$ cat config.mk
export PLATFORM = sky130hd
export DESIGN_NAME = display_scan_ctrl
export DESIGN_NICKNAME = d
export VERILOG_FILES = /design/src/rtl/seg7_pkg.sv /design/src/rtl/seg7_hex_enc.sv /design/src/rtl/display_scan_ctrl.sv
export SDC_FILE = /design/constraint.sdc
export NUM_CORES = 1
export LEC_CHECK = 0
export CORE_MARGIN = 2
export CORE_UTILIZATION = 55
export CTS_CLUSTER_DIAMETER = 80
export DETAILED_ROUTE_END_ITERATION = 12
export HOLD_SLACK_MARGIN = 0.08
export PLACE_DENSITY = 0.76
export SYNTH_ARGS = -nofsm -noshare
export SYNTH_HDL_FRONTEND = slang
export SYNTH_HIERARCHICAL = 1
export SYNTH_SLANG_ARGS = --single-unit
$ cat constraint.sdc
create_clock -name clk -period 5.4 [get_ports clk]
set_input_delay 0.54 -clock clk [delete_from_list [all_inputs] [get_ports clk]]
set_output_delay 0.54 -clock clk [all_outputs]
set_load 0.1 [all_outputs]
$ cat src/rtl/seg7_pkg.sv
// seg7_pkg: shared 7-segment constants and digit index type
package seg7_pkg;
  typedef logic [1:0] digit_t;
  localparam logic [6:0] SEG_BLANK = 7'h7F;
  localparam logic [15:0][6:0] SEG_HEX = {
    7'h0E, 7'h06, 7'h21, 7'h46, 7'h03, 7'h08, 7'h10, 7'h00,
    7'h78, 7'h02, 7'h12, 7'h19, 7'h30, 7'h24, 7'h79, 7'h40
  };
endpackage

$ cat src/rtl/seg7_hex_enc.sv
// seg7_hex_enc: nibble to active-low {g..a} segment pattern
module seg7_hex_enc
  import seg7_pkg::*;
(
  input  logic [3:0] nib,
  output logic [6:0] seg
);
  assign seg = SEG_HEX[nib];
endmodule

$ cat src/rtl/display_scan_ctrl.sv
// display_scan_ctrl: 4-digit multiplexed 7-segment scan driver with guard and leading-zero blanking
module display_scan_ctrl
  import seg7_pkg::*;
#(
  parameter int DIV   = 50000,
  parameter int GUARD = 2
) (
  input  logic        clk,
  input  logic        rst,
  input  logic        load,
  input  logic [15:0] data_in,
  input  logic [3:0]  dp_in,
  input  logic [3:0]  blank_in,
  input  logic        lz_en,
  output digit_t      digit_sel,
  output logic [6:0]  seg_n,
  output logic        dp_n,
  output logic        scan_tick
);
  localparam int PW = $clog2(DIV);
  logic [PW-1:0] presc, guard, guard_nxt;
  logic [15:0] data;
  logic [3:0] dp, blank, nib;
  logic [6:0] hex;
  logic tick, lead, dark;
  digit_t idx_nxt;
  // outputs are computed for the index being entered, so seg_n always matches digit_sel
  always_comb begin
    tick = presc == PW'(DIV - 1);
    idx_nxt = tick ? digit_sel + 2'd1 : digit_sel;
    guard_nxt = tick ? PW'(GUARD) : (guard != '0 ? guard - PW'(1) : guard);
    nib = data[{idx_nxt, 2'b00} +: 4];
    lead = (idx_nxt == 2'd3) ? ~|data[15:12] :
           (idx_nxt == 2'd2) ? ~|data[15:8]  :
           (idx_nxt == 2'd1) ? ~|data[15:4]  : 1'b0;
    dark = guard_nxt != '0 || blank[idx_nxt];
  end
  seg7_hex_enc u_enc (.nib(nib), .seg(hex));
  always_ff @(posedge clk) begin
    if (rst) begin
      presc     <= '0;
      guard     <= '0;
      digit_sel <= '0;
      scan_tick <= 1'b0;
      seg_n     <= SEG_BLANK;
      dp_n      <= 1'b1;
      data      <= '0;
      dp        <= '0;
      blank     <= 4'hF;
    end else begin
      presc     <= tick ? '0 : presc + PW'(1);
      guard     <= guard_nxt;
      digit_sel <= idx_nxt;
      scan_tick <= tick;
      seg_n     <= (dark || (lz_en && lead)) ? SEG_BLANK : hex;
      dp_n      <= dark | ~dp[idx_nxt];
      if (load) begin
        data  <= data_in;
        dp    <= dp_in;
        blank <= blank_in;
      end
    end
  end
endmodule

==> results.md <==
- Outcome: finished clean
- Mean Syn Cell Area: 9.02 um^2
- Worst Hold Class: reg2reg
- Worst Skew: 10.8 ps
- Total GRT Usage: 23.2%
- Critical Path Start Type: register
- Final cell count without fillers: 486
- Die H: 82.0 um
- Worst EP arrival: 3820 ps
- CP Class: reg2reg
- N_diodes: 0
- Hold_buf cts: 0
- Global-route wire length before repair: 11.8 mm
- Leakage power figure: 1.49 nW
- Root buffer cell: clkbuf_8
- Routed len/inst: 14.7 um
- Netlist cell types: 55
- Longest Clk Path Bufs: 2
- Fillers: 488
- Die Wd: 82.0 um
- Synth area leaders: dfxtp_1, mux2i_1, nor2_1
- Via count: 2,756
- IO Pins: 39
- Antenna violations before repair: 0
- Sequential area share after synthesis: 40.1%
- Logic pwr share: 37.9%
- Fraction of power spent switching nets: 37.9%
- Starting density of the core: 56.8%
- Internal power: 1.03 mW
- Crit. End Element: register
- CTS tree: built
- Req. time, crit path: 5630 ps
- Power per cell area: 420 mW/mm^2
- # placed instances: 471
- Largest net degree at the start of global routing: 32
- GPL Wtd Cong: 0.874
- Clk sink count: 67
- Most frequent cell after synthesis: nor2_1
- CTS H-tree lvls: 3
- Synth Area in Compound Gates: 10.2%
- Synth Area in XOR/XNOR: 6.02%
- Worst slew pin tran: 1090 ps
- Max-slew violation count: 0
- Largest family of logic cells by synthesized area: simple AND/OR/NAND/NOR gates
- End-of-flow core utilization: 67.1%
- Total Neg Setup Slack: 0 ps
- Normalized max-slew margin: 27.0%
- Adder-cell share of the synthesized area: 3.74%
- Number of synthesized flops with an enable pin: 0
- Final hold vios: 0
- Cell count after synthesis: 371
- Final Net Count: 445
- Crit share post-route: 66.5%
- Asr flop ratio synth: 0%
- Mapped Nets: 409
- Synth warn: 6
- Sequential power share: 39.1%
- CTS-repair resized insts: 0
- Port Buffers: 38
- DRT Wirelength: 7.14 mm
- Crit-path max FO: 10
- CTS Buf Count: 9
- Core Footprint: 0.00589 mm^2
- Worst hold stages: 1
- DP HPWL: 4.97 mm
- Crit path time final: 3590 ps
- Post-CTS Repair Setup Buffers: 0
- Row count: 28
- Share of layout cells above drive strength 1: 6.81%
- # DRC: 0
- Worst-skew pair later-pin latency: 350 ps
- Register-to-Register Path Depth: 10
- Iteration count of the initial detailed-routing pass: 4
- Main synth FF type: dfxtp_1
- NetSw: 630 uW
- Area Growth Syn to Fin: 18.0%
- Post-synthesis simple-gate area fraction: 26.3%
- Number of max-cap violations: 0
- Final setup vio count: 0
- Achievable Freq: 0.278 GHz
- Vias in the first global route: 2,539
- Clock transition at path regs: 70 ps
- Die area: 0.00672 mm^2
- Residual overflow from global routing: 0
- Clock power share: 23.0%
- Proportion of synthesized area in mux cells: 10.4%
- Via density: 5.67
- RSZ-0062 raised after global routing: false
- First DRT Iteration DRCs: 86
- Number of synthesized register bits: 67
- Synth top cells by count: nor2_1, dfxtp_1, mux2i_1
- Post-synth top area cell: dfxtp_1
- DRT antenna net count: 0
- Share of the synthesized area in the top cell type: 40.1%
- Peak supply drop: 0.000316 V
- Synth Cell Area: 0.00335 mm^2
path summary, 6_finish.rpt:
path | endpoint | startpoint | slack (ps)
worst max-delay path | seg_n[3] | presc[8] | 1810
worst min-delay path | presc[0] | presc[0] | 460
worst max register to register | seg_n[3] | presc[8] | 1810
worst min register to register | presc[0] | presc[0] | 460
worst max-delay path: stages, from the launching register on:
cell	delay [ps]
dfxtp_1	420
nor4b_1	330
nand4_1	400
nor2_1	270
a22o_1	250
a221o_1	320
inv_1	160
ha_1	300
inv_1	60
mux4_2	450
or4_1	510
per-stage QoR:
stage / hold WS [ps] / area [um^2] / total power, mW / worst slack [ps]
floorplan: 426 / 3350 / 1.12 / 1750
global placement: 440 / 3770 / 1.25 / 1970
detailed placement: 452 / 3770 / 1.27 / 1870
CTS: 466 / 3950 / 1.66 / 1830
global route: 484 / 3950 / 1.76 / 1540
finish: 464 / 3950 / 1.66 / 1810
sequential cells by signal (all words and copies together) (netlist names):
signal and count:
presc 16, blank 4, dp 4, guard 16, seg_n 7, digit_sel 2
scan_tick 1, data 16, dp_n 1
power groups by stage:
stage | clock network, mW | logic, mW | registers [mW]
floorplan | 0 | 0.483 | 0.641
CTS | 0.386 | 0.625 | 0.646
global placement | 0 | 0.602 | 0.652
detailed placement | 0 | 0.616 | 0.657
finish | 0.381 | 0.630 | 0.649
global route | 0.412 | 0.694 | 0.655
cell usage in the layout, fill, tap and decap left out, types with 4 or more instances in the layout:
cell,count
inv_1,10
xnor2_1,14
ha_1,10
nand2_1,17
clkbuf_8,12
a211o_1,4
and2_1,4
a21oi_1,9
nand4_1,6
a221o_1,4
xor2_1,9
nor2b_1,4
clkdlybuf4s50_1,38
mux2i_1,29
nor4_1,7
nor2_1,70
nand3_1,14
nor3_1,6
o21ai_0,12
dfxtp_1,67
or4_1,10
layer usage:
metal | vias up | GRT usage (%) | share of wire (%)
met1 | 1273 | 29.8 | 47
met4 | 0 | 10.8 | 1.7
met2 | 67 | 37.2 | 46
met5 | - | 0 | 0
met3 | 11 | 4.73 | 4.6
li1 | 1405 | - | -
logic make-up after synthesis:
| group | Yosys count |
|---|---|
| AOI/OAI and AO/OA | 48 |
| DFF | 67 |
| buffers and inverters | 26 |
| adders and majority gates | 10 |
| and+or+nand+nor | 165 |
| muxes | 32 |
| xor gates and xnor gates | 23 |
layout make-up:
cell class,count,area (um^2),area share (%)
Clock buffer,13,169,4.28
Inverter,11,41.3,1.05
Clock inverter,2,10.0,0.254
Sequential cell,67,1340,34.0
Tap cell,75,93.8,2.38
Multi-Input combinational cell,278,1900,48.1
Timing Repair Buffer,40,395,10.0
(Power assumes the default switching activity.)
